**src/rtl/rv_fetch_aligner.sv**
```systemverilog
// rtl/rv_fetch_aligner.sv - fetch PC owner and halfword re-aligner feeding whole instructions to the decoder
module rv_fetch_aligner #(
  parameter bit          rv64     = 1'b1,
  parameter logic [63:0] reset_pc = 64'h0,
  localparam int         XLEN     = rv64 ? 64 : 32
) (
  input  logic            clock,
  input  logic            reset_n,
  input  logic            redirect,
  input  logic [XLEN-1:0] redirect_pc,
  output logic            mem_req_valid,
  input  logic            mem_req_ready,
  output logic [XLEN-1:0] mem_req_addr,
  input  logic            mem_resp_valid,
  input  logic [31:0]     mem_resp_data,
  output logic            inst_valid,
  input  logic            inst_ready,
  output logic [31:0]     inst,
  output logic [XLEN-1:0] inst_pc
);

  typedef enum logic [1:0] {IDLE, FETCH, WAIT, DROP} state_t;

  localparam logic [XLEN-1:0] RST_PC = reset_pc[XLEN-1:0];

  state_t          state;
  logic [15:0]     hb [3];
  logic [1:0]      count;
  logic [XLEN-1:0] pc;
  logic [XLEN-1:0] fetch_addr;
  logic            skip_low;

  logic            cmp;
  logic            pop;
  logic            keep;
  logic [1:0]      pop_n;
  logic [1:0]      app_n;
  logic [1:0]      count_popped;
  logic [1:0]      count_next;
  logic [15:0]     app0;
  logic [15:0]     app1;
  logic [15:0]     hb_popped [3];
  logic [15:0]     hb_next [3];

  assign cmp           = hb[0][1:0] != 2'b11;
  assign inst_valid    = !redirect && (cmp ? count >= 2'd1 : count >= 2'd2);
  assign inst          = cmp ? {16'b0, hb[0]} : {hb[1], hb[0]};
  assign inst_pc       = pc;
  assign mem_req_valid = (state == FETCH) && !redirect && count <= 2'd1;
  assign mem_req_addr  = fetch_addr;
  assign pop           = inst_valid && inst_ready;
  assign keep          = (state == WAIT) && mem_resp_valid && !redirect;

  // Pop happens first, then the kept response lands right after the survivors.
  always_comb begin
    pop_n = 2'd0;
    if (pop) pop_n = cmp ? 2'd1 : 2'd2;
    count_popped = count - pop_n;
    for (int i = 0; i < 3; i++) hb_popped[i] = hb[i];
    if (pop_n == 2'd1) begin
      hb_popped[0] = hb[1];
      hb_popped[1] = hb[2];
    end else if (pop_n == 2'd2) begin
      hb_popped[0] = hb[2];
    end
    app0  = skip_low ? mem_resp_data[31:16] : mem_resp_data[15:0];
    app1  = mem_resp_data[31:16];
    app_n = !keep ? 2'd0 : (skip_low ? 2'd1 : 2'd2);
    count_next = count_popped + app_n;
    for (int i = 0; i < 3; i++) begin
      hb_next[i] = hb_popped[i];
      if (2'(i) == count_popped && app_n != 2'd0) hb_next[i] = app0;
      else if (2'(i) == count_popped + 2'd1 && app_n == 2'd2) hb_next[i] = app1;
    end
  end

  always_ff @(posedge clock or negedge reset_n) begin
    if (!reset_n) begin
      state      <= IDLE;
      count      <= 2'd0;
      pc         <= RST_PC;
      fetch_addr <= {RST_PC[XLEN-1:2], 2'b00};
      skip_low   <= RST_PC[1];
      for (int i = 0; i < 3; i++) hb[i] <= 16'h0;
    end else if (redirect) begin
      count      <= 2'd0;
      pc         <= redirect_pc & ~{{(XLEN-1){1'b0}}, 1'b1};
      fetch_addr <= {redirect_pc[XLEN-1:2], 2'b00};
      skip_low   <= redirect_pc[1];
      // A request still in flight must be swallowed before fetching again.
      case (state)
        WAIT, DROP: state <= mem_resp_valid ? FETCH : DROP;
        default:    state <= FETCH;
      endcase
    end else begin
      for (int i = 0; i < 3; i++) hb[i] <= hb_next[i];
      count <= count_next;
      if (pop) pc <= pc + {{(XLEN-3){1'b0}}, pop_n, 1'b0};
      if (keep) skip_low <= 1'b0;
      case (state)
        IDLE:  state <= FETCH;
        FETCH: begin
          if (mem_req_valid && mem_req_ready) begin
            fetch_addr <= fetch_addr + {{(XLEN-3){1'b0}}, 3'd4};
            state      <= WAIT;
          end
        end
        WAIT:    if (mem_resp_valid) state <= FETCH;
        DROP:    if (mem_resp_valid) state <= FETCH;
        default: state <= IDLE;
      endcase
    end
  end

endmodule

```
**config.mk**
```make
export PLATFORM = sky130hd
export DESIGN_NAME = rv_fetch_aligner
export DESIGN_NICKNAME = d
export VERILOG_FILES = /design/src/rtl/rv_fetch_aligner.sv
export SDC_FILE = /design/constraint.sdc
export NUM_CORES = 1
export LEC_CHECK = 0
export CAP_MARGIN = 20
export CORE_ASPECT_RATIO = 1.2
export CORE_UTILIZATION = 54
export DETAILED_ROUTE_END_ITERATION = 16
export HOLD_SLACK_MARGIN = 0.08
export PLACE_DENSITY = 0.86
export SETUP_SLACK_MARGIN = 0.05
export SLEW_MARGIN = 25
export SYNTH_ARGS = -nofsm -noshare
export SYNTH_HDL_FRONTEND = slang
export SYNTH_SLANG_ARGS = --single-unit
```
**constraint.sdc**
```tcl
create_clock -name clock -period 7.13 [get_ports clock]
set_input_delay 1.426 -clock clock [delete_from_list [all_inputs] [get_ports clock]]
set_output_delay 1.426 -clock clock [all_outputs]
set_load 0.05 [all_outputs]
```
* After elaboration in Yosys (flattened, before gate mapping) *
Cells that the tools add are included.

storage, ports and cells
  register bits after elaboration = 181
  output and inout port bits = 162

cells by class
  add/subtract/negate cells = 5
  order comparisons = 3
  equal/unequal tests = 13
  mux-type cells = 30
  bitwise operators = 1
  reductions and logical operators = 31

operators by type and width
  kind                                                                                 number
  64-bit 2-to-1 mux                                                                    5
  16-bit 2-to-1 mux                                                                    10
  64-bit by 3-bit adder with 64-bit output                                             1
  64-bit by 3-bit adder with 64-bit output, second input constant                      1
  32-bit 2-to-1 mux                                                                    1
  2-bit 2-to-1 mux                                                                     10
  1-bit logical AND                                                                    13
  2-bit nonzero test                                                                   6
  2-bit AND reduction                                                                  5
  2-bit == test, second input constant                                                 4
  2-bit logical NOT                                                                    3
  2-bit one-hot mux with 3 select lines                                                1
  1-bit by 2-bit == test with 1-bit output, first input constant                       2
  2-bit by 1-bit == test with 1-bit output, second input constant                      2
  2-bit == test, first input constant                                                  2
  4-bit nonzero test                                                                   1
  1-bit 2-to-1 mux                                                                     3
  3-bit by 1-bit != test with 1-bit output, second input constant                      1
  3-bit by 2-bit != test with 1-bit output, second input constant                      1
  3-bit nonzero test                                                                   1
  2-bit by 1-bit adder with 2-bit output, second input constant                        1
  2-bit adder                                                                          1
  2-bit by 1-bit greater-or-equal comparator with 1-bit output, second input constant  1
  2-bit greater-or-equal comparator, second input constant                             1
  6 further kinds                                                                      6

* Logic depth before layout (Yosys ltp) *
Gate-level depths: netlist of run 1.

  depth after elaboration = 11
  depth in mapped cells = 12
  depth with buffers taken out = 10

* Worst setup path before layout of run 1 *
OpenSTA, ideal clock, no wires.

  kind = input-to-reg
  start point = input port redirect
  end point = register pc[17] (netlist: inst_pc[17])
  library setup time = 125 ps
  data arrival time = 4490 ps
  path slack = 2516 ps
  cell stages on the path = 12
  path through = nand2b_1 > a221oi_1 > clkbuf_1 > clkbuf_1 > ha_1 > fa_1 > and3_1 > or3b_2 > nor2_1 > nand3_1 > xnor2_1 > mux2_2

between the ends
  longest elaborated chain between the ends = 7
  elaborated cells on any way between the ends = 8
  those cells by class = add/sub: 1; mux: 3; reduce/logical: 4

ends and longest elaborated chain
  item                                      RTL line  source
  start, declared                           9         input logic redirect,
  1-bit logical NOT                         46        assign inst_valid = !redirect && (cmp ? count >= 2'd1 : count >= 2'd2);
  1-bit logical AND                         46
  1-bit logical AND                         51        assign pop = inst_valid && inst_ready;
  2-bit 2-to-1 mux                          57        if (pop) pop_n = cmp ? 2'd1 : 2'd2;
  64-bit by 3-bit adder with 64-bit output  98        if (pop) pc <= pc + {{(XLEN-3){1'b0}}, pop_n, 1'b0};
  64-bit 2-to-1 mux                         98
  64-bit 2-to-1 mux                         85        end else if (redirect) begin
  end signal, assigned                      87        pc <= redirect_pc & ~{{(XLEN-1){1'b0}}, 1'b1};
  end signal, assigned                      98
  end, declared                             29        logic [XLEN-1:0] pc;

Several ways; a longest one is shown, not always the timed one. The select of a mux whose other input is x is not followed.
A chain may end at the register's enable or synchronous reset.

* Final worst setup path of run 1 *
  start point = input port inst_ready
  end point = register pc[57] (netlist: inst_pc[57])

between the ends
  longest elaborated chain between the ends = 5
  elaborated cells on any way between the ends = 6
  those cells by class = add/sub: 1; mux: 3; reduce/logical: 2

ends and longest elaborated chain
  item                                      RTL line  source
  start, declared                           17        input logic inst_ready,
  1-bit logical AND *                       51
  2-bit 2-to-1 mux                          57
  64-bit by 3-bit adder with 64-bit output  98
  64-bit 2-to-1 mux                         98
  64-bit 2-to-1 mux                         85

Every way passes the cells marked *; elsewhere a longest branch is shown, timed or not. The select of a mux whose other input is x is not followed.

==> metrics.md, run 1 <==
| Metric | Value |
|---|---|
| Run status | `complete, no violations` |
| Largest net degree at the start of global routing | `106` |
| Number of global-route vias before repair | `10.2k` |
| Buffer cell driving the clock tree root | `clkbuf_16` |
| Maximum resistive drop on vdd | `0.211 mV` |
| Final-report max-slew violation count | `0` |
| Switching share of total power | `38.9%` |
| Slowest cell delay on critical path | `0.54 ns` |
| Proportion of power drawn by combinational gates | `35.0%` |
| Net Switching | `1.39 mW` |
| Die span in y | `156 um` |
| Top post-synthesis cells by count | `dfrtp_1, nand2_1, a21oi_1, nand3_1, nor2_1` |
| Core Box Area | `19,100 um^2` |
| Area grow syn2layout | `30.7%` |
| Start point of the worst hold path | `hb[16]` |
| Number of buffers inserted during clock tree synthesis | `17` |
| CTS tree | `yes` |
| Total of flip-flops plus latches after synthesis | `178` |
| Proportion of synthesized flip-flops having asynchronous set or reset | `100%` |
| Hold violation total from the final report | `0` |
| Total number of placement rows | `55` |
| Sequential share of the synthesized area | `41.8%` |
| Crit. Startpoint | `inst_ready` |
| Finished Cell Area | `13,900 um^2` |
| Capture point of the worst reg-to-reg path | `inst_pc[57]` |
| Placed cell areas | `13,400 um^2` |
| Worst flop-to-flop path startpoint | `hb[32]` |
| Power per cell area | `256 nW/um^2` |
| First-pass GRT wire length | `53,400 um` |
| Number of distinct library cells after synthesis | `69` |
| Wire length per cell after detailed routing | `20.7 um` |
| Setup repair after global routing missed its margin | `false` |
| Starting density of the core | `55.7%` |
| Die width | `130 um` |
| DIE AREA | `20,300 um^2` |
| Peak clock frequency supported by timing | `206 MHz` |
| CP max stage cell | `or3b_2` |
| P_leak | `5.66 nW` |
| Highest fanout seen on the critical path | `9` |
| Clock insertion delay at the later pin of the skew report | `0.44 ns` |
| I/O Buffers | `259` |
| Final layout net count | `1,485` |
| Number of setup violations in the final report | `0` |
| Wl on met1 | `12,600 um` |
| Mapped Cells | `1,159` |
| Number of antenna violations at the first check in global routing | `0` |
| Hold_buf cts | `0` |
| R2R setup slack | `3.08 ns` |
| Number of fill cells | `1,464` |
| Violation count after the first detailed-routing iteration | `1,035` |
| Relative contribution of sequential cells to total power | `38.8%` |
| Most frequent cell after synthesis | `dfrtp_1` |
| Clock transition at the registers of the reported paths | `0.07 ns` |
| WHS Path Cells | `1` |
| Count of maximum capacitance violations | `0` |
| DR vias | `10.4k` |
| Post-synth EDFFs | `0` |
| Met3 WL | `2920 um` |
| Layout cell share with drive strength beyond 1 | `7.99%` |
| Drt first pass iters | `5` |
| Ports placed on the boundary | `264` |
| Longest Clk Path Bufs | `2` |
| Kind of critical path | `input port to register` |
| Worst-case hold path end point | `hb[16]` |
| Wire length on met2 | `16,700 um` |
| Number of warnings reported in the yosys synthesis log | `0` |
| Share of Yosys cell area claimed by the top area cell type | `41.8%` |
| CTS H-tree lvls | `4` |
| Top flip-flop cell by instance count after synthesis | `dfrtp_1` |
| Min Clock Period, post-route | `4.86 ns` |
| Clock Sinks | `178` |
| Syn Std Cell Area | `10,700 um^2` |
| Final period utilization | `68.1%` |
| Post-synthesis area per instance | `9.20 um^2` |
| Detail-routed via count per cell | `6.31` |
| Quantity of gates resized following cts | `0` |
| Final HPWL from detailed placement | `24,100 um` |
| Top cell type by total area after synthesis | `dfrtp_1` |
| Worst hold-check path type | `register to register` |
| Worst slew margin | `27.6%` |
| Detailed Route WL | `34,100 um` |
| Capturing element type of the critical path | `register` |
| Placer's final routability congestion estimate | `0.968` |
| Required time at the worst-slack endpoint | `7.44 ns` |
| Crit path DAT | `5.17 ns` |
| Uppermost signal routing layer after detailed routing | `met4` |
| Worst r2r path cells | `9` |
| Total Power Consumption | `3.56 mW` |
| Total track usage | `34.3%` |
| Buffers inserted by post-CTS timing repair | `0` |
| Count of nets left with antenna violations after detail routing | `0` |
| Cell-internal power | `2.18 mW` |
| Setup TNS after final layout | `0 ns` |
| Global route overflow | `0` |
| Residual DRC count | `0` |
| Top cells by area in the synthesized netlist | `dfrtp_1, xnor2_1, nand2_1, mux2_2, a21oi_1` |
| Count of inserted antenna diode cells | `0` |
| Final worst clock skew | `0.0110 ns` |
| Slew of the pin with the lowest slew margin | `1.08 ns` |
| Ordered list of cells on the worst path | `clkdlybuf4s50_1 > nand2b_1 > a221oi_4 > ha_1 > fa_1 > and3_1 > or3b_2 > nor2_1 > a41oi_1 > o21ai_0 > o211ai_1` |
| Proportion of power drawn by the clock network | `26.2%` |
| Critical Path Start Type | `input port` |
[power groups by stage]
stage,Sequential [mW],Clock (mW),Combinational (mW)
global placement,1.38,0,1.23
CTS,1.38,0.934,1.25
floorplan,1.56,0,0.650
finish,1.38,0.934,1.25
global route,1.41,0.977,1.31
detailed placement,1.39,0,1.24
[cells in the final DEF (no fill, tap or decap), types with 18 or more instances in the layout]
cell type and instances:
mux2_2 36, o211ai_1 30, nand4_1 43, and3_1 49, dfrtp_1 178, mux2i_1 33
nor3_1 26, xnor2_1 56, a21oi_1 68, nand3_1 69, o21ai_0 49, inv_1 25
a211o_1 18, xor2_1 40, clkdlybuf4s50_1 257, nand2_1 122, nor2_1 62
[metrics by stage]
stage | hold slack, ns | std cells | util, % | setup slack, ns
after detailed placement | 0.518 | 1614 | 69.8 | 1.91
after global routing | 0.549 | 1646 | 72.9 | 2.12
final | 0.529 | 1646 | 72.9 | 2.27
after global placement | 0.512 | 1614 | 69.8 | 1.87
after CTS | 0.531 | 1646 | 72.8 | 2.35
after floorplan | 0.488 | 1161 | - | 2.52
[logic make-up after synthesis]
family | count (synthesis) | share of synthesized area [%]
XOR/XNOR | 96 | 7.88
buffers and inverters | 103 | 4.45
adder cells (fa/ha/maj) | 6 | 0.774
AND/OR/NAND/NOR | 468 | 23.7
AO/OA/AOI/OAI | 238 | 14.5
other | 1 | 0.0352
multiplexers | 69 | 6.90
flip-flops | 178 | 41.8
[worst max-delay path by stage]
| stage | end | cells after the start |
|---|---|---|
| 6_report | inst_pc[57] | 11 |
| 5_1_grt | inst_pc[61] | 11 |
| 4_1_cts | inst_pc[57] | 11 |
| 3_5_place_dp | inst_pc[57] | 11 |
| 3_3_place_gp | hb[1] | 10 |
| 2_1_floorplan | inst_pc[17] | 12 |
[layout make-up]
class / count / area (um^2) / share of cell area, %
sequential: 178 / 4450 / 31.9
clock buffer: 24 / 472 / 3.38
inverter: 27 / 104 / 0.745
multi-input combinational: 880 / 5790 / 41.5
clock inverter: 8 / 104 / 0.745
timing repair buffer: 273 / 2700 / 19.4
tap: 256 / 320 / 2.30
[critical path, delay by kind of cell]
kind | cells | cell delay (ns)
simple gates | 4 | 1.47
compound gates | 4 | 1.21
fa+ha+maj | 2 | 0.54
buf+inv | 1 | 0.52
[per-layer routing]
| metal | vias up | global-route usage [%] |
|---|---|---|
| met4 | 0 | 19.8 |
| met2 | 618 | 57.8 |
| met1 | 4979 | 40.7 |
| met5 | - | 0 |
| met3 | 136 | 6.24 |
| li1 | 4646 | - |
[registers in the layout (all words and copies together) (netlist names)]
| register | flops |
|---|---|
| count | 2 |
| skip_low | 1 |
| state | 2 |
| hb | 48 |
| mem_req_addr | 62 |
| inst_pc | 63 |
Note: power is estimated with default switching activity, not from simulation.
==> inputs of run 2 (changes only) <==
CORE_UTILIZATION = 46   (was 54)
PLACE_DENSITY = 0.78   (was 0.86)
clock period = 4.2 ns   (was 7.13 ns; I/O delays follow)
==> run 2 against run 1 <==
  * First-iteration DRC count shrank 29%
  * Global-route usage shrank 4.8 points
  * Die area grew 17%
  * Sequential power grew 67%
  * Critical endpoint is now inst_pc[37]
  * Final cell count grew 4.6%
  * Wire length grew 1.5%
==> metrics.md, run 2 (synthesis gave the netlist of run 1 again) <==
| Metric | Value |
|---|---|
| Post-layout worst setup margin | `0.454 ns (-1.82 ns)` |
| Final-report max-slew violation count | `0 (unchanged)` |
| Global Route met1 Usage | `34.5% (-6.2 points)` |
| Buffers inserted by post-CTS timing repair | `0 (unchanged)` |
| Clock transition at the registers of the reported paths | `0.08 ns (about the same)` |
| Largest net degree at the start of global routing | `79 (-25%)` |
| Final HPWL from detailed placement | `25,300 um (+4.7%)` |
| Finished Cell Area | `14,200 um^2 (+1.7%)` |
| Min Clock Period, post-route | `3.75 ns` |
| Highest-count cells in the layout ignoring fill and taps | `clkdlybuf4s50_1, dfrtp_1, nand2_1, nand3_1, a21oi_1` |
| Final layout net count | `1,505 (+1.3%)` |
| Hold violation total from the final report | `0 (unchanged)` |
| Worst flop-to-flop path startpoint | `count[1]` |
| Crit path DAT | `4.12 ns (-1.05 ns)` |
| Number of setup violations in the final report | `0 (unchanged)` |
| Die width | `141 um (+8.2%)` |
| Capture point of the worst reg-to-reg path | `inst_pc[37]` |
| Relative contribution of sequential cells to total power | `38.2% (-0.6 points)` |
| Total Power Consumption | `6.03 mW (+69%)` |
| Run status | `complete, no violations` |
| Grt met2 use | `50.3% (-7.5 points)` |
| Clock Sinks | `178 (unchanged)` |
| Core Box Area | `22,600 um^2 (+18%)` |
| Global route overflow | `0 (unchanged)` |
| Most common cell after layout, fill and taps aside | `clkdlybuf4s50_1` |
| Total area of sequential cells | `4460 um^2 (about the same)` |
| Total number of placement rows | `60 (+9.1%)` |
| Ports placed on the boundary | `264 (unchanged)` |
| Die span in y | `169 um (+8.2%)` |
| Number of fill cells | `1,866 (+27%)` |
| DIE AREA | `23,800 um^2 (+17%)` |
| Setup repair after global routing missed its margin | `false` |
| Highest fanout seen on the critical path | `6 (-3)` |
| Wire length per cell after detailed routing | `20.1 um (-3.0%)` |
| I/O Buffers | `259 (unchanged)` |
| Final std cells w/o fill | `1,721 (+4.6%)` |
| Count of nets left with antenna violations after detail routing | `0 (unchanged)` |
| Slew of the pin with the lowest slew margin | `0.774 ns (-0.302 ns)` |
| Number of buffers inserted during clock tree synthesis | `17 (unchanged)` |
| Total track usage | `29.5% (-4.8 points)` |
| CTS H-tree lvls | `4 (unchanged)` |
| Worst r2r path cells | `10 (+1)` |
| Net Switching | `2.44 mW (+76%)` |
| Proportion of power drawn by the clock network | `25.8% (-0.4 points)` |
| Kind of critical path | `input port to register` |
| Proportion of power drawn by combinational gates | `36.1% (+1.1 points)` |
| Number of global-route vias before repair | `10.2k (+0.078%)` |
| Required time at the worst-slack endpoint | `4.57 ns (-2.87 ns)` |
| Worst slew margin | `48.2% (+21 points)` |
| Starting density of the core | `47.2% (-8.6 points)` |
| P_leak | `5.76 nW (+1.9%)` |
| Setup TNS after final layout | `0 ns (unchanged)` |
| Count of maximum capacitance violations | `0 (unchanged)` |
| Footprint of the multi-input gates | `5780 um^2 (about the same)` |
| Residual DRC count | `0 (unchanged)` |
| Detailed Route WL | `34,600 um (+1.5%)` |
| Met3 layer usage reported by global route | `6.51% (+0.26 points)` |
| Final worst clock skew | `0.0155 ns (+0.00447 ns)` |
| Capturing element type of the critical path | `register` |
| Violation count after the first detailed-routing iteration | `737 (-29%)` |
| Quantity of gates resized following cts | `0 (unchanged)` |
| Buffer cell driving the clock tree root | `clkbuf_16` |
| Critical Path Start Type | `input port` |
| R2R setup slack | `0.90 ns (-2.18 ns)` |
| Layout cell share with drive strength beyond 1 | `9.65% (+1.7 points)` |
| Drt first pass iters | `5 (unchanged)` |
| Placer's final routability congestion estimate | `0.909 (-6.1%)` |
| Detail-routed via count per cell | `6.02 (-4.5%)` |
| Clock insertion delay at the later pin of the skew report | `0.44 ns (about the same)` |
| Longest Clk Path Bufs | `2 (unchanged)` |
| Maximum resistive drop on vdd | `0.428 mV (+100%)` |
| Cells after DPL | `1,688 (+4.6%)` |
| Worst hold-check path type | `input port to async pin` |
| Flip-flop count of the largest register, all copies and words added | `63 (unchanged)` |
| Area grow syn2layout | `32.9%` |
| Utilization of the core after routing | `62.7% (-10 points)` |
| DR vias | `10.4k (-0.15%)` |
| Cell-internal power | `3.59 mW (+65%)` |
| Setup Slack @ Placement | `0.0769 ns (-1.84 ns)` |
| CTS tree | `yes` |
| First-pass GRT wire length | `54,700 um (+2.4%)` |
| Busiest layer in global routing | `met2` |
| Placed cell areas | `13,600 um^2 (+1.9%)` |
| Number of antenna violations at the first check in global routing | `2 (+2)` |
| Switching share of total power | `40.5% (+1.5 points)` |
| Tightest hold margin | `0.421 ns (-0.108 ns)` |
| Peak clock frequency supported by timing | `267 MHz` |
| Hold_buf cts | `0 (unchanged)` |
| Final period utilization | `89.2%` |
| Power per cell area | `425 nW/um^2 (+66%)` |
==> run 2: power groups by stage <==
| stage | combinational [mW] | clock [mW] | sequential (mW) |
|---|---|---|---|
| 6_report | 2.17 | 1.55 | 2.30 |
| 5_1_grt | 2.28 | 1.65 | 2.35 |
| 4_1_cts | 2.18 | 1.57 | 2.30 |
| 3_5_place_dp | 2.17 | 0 | 2.32 |
| 3_3_place_gp | 2.15 | 0 | 2.32 |
| 2_1_floorplan | 1.10 | 0 | 2.64 |
==> run 2: how the worst max path moves through the flow <==
| stage | from | to | slack [ns] |
|---|---|---|---|
| final | inst_ready | inst_pc[37] | 0.45 |
| after global routing | inst_ready | inst_pc[37] | 0.31 |
| after CTS | inst_ready | inst_pc[63] | 0.53 |
| after detailed placement | inst_ready | inst_pc[63] | 0.08 |
| after global placement | inst_ready | inst_pc[63] | 0.17 |
| after floorplan | redirect | inst_pc[17] | 0.17 |
==> run 2: cell type report <==
type                            instances  share of cell area, %
Timing Repair Buffer                  293                   20.3
Inverter                               27                  0.724
Sequential cell                       178                   31.4
Multi-Input combinational cell        880                   40.8
Tap cell                              310                   2.74
Antenna cell                            2                 0.0353
Clock buffer                           17                   3.00
Clock inverter                         14                  0.962
==> run 2: worst max-delay path, cell delays in order <==
cell,delay [ns]
clkdlybuf4s50_1,0.51
nand2b_1,0.15
a221oi_4,0.24
ha_1,0.23
fa_1,0.25
and3_1,0.19
or3b_2,0.53
nor2_2,0.36
nand2_1,0.24
or4_1,0.47
nand3_1,0.09
==> run 2: layer usage <==
metal	share of wire (%)	wire, um	vias up
li1	-	-	4699
met2	49	17000	542
met1	38	13100	5023
met5	0	0	-
met3	8.2	2820	99
met4	4.8	1660	0
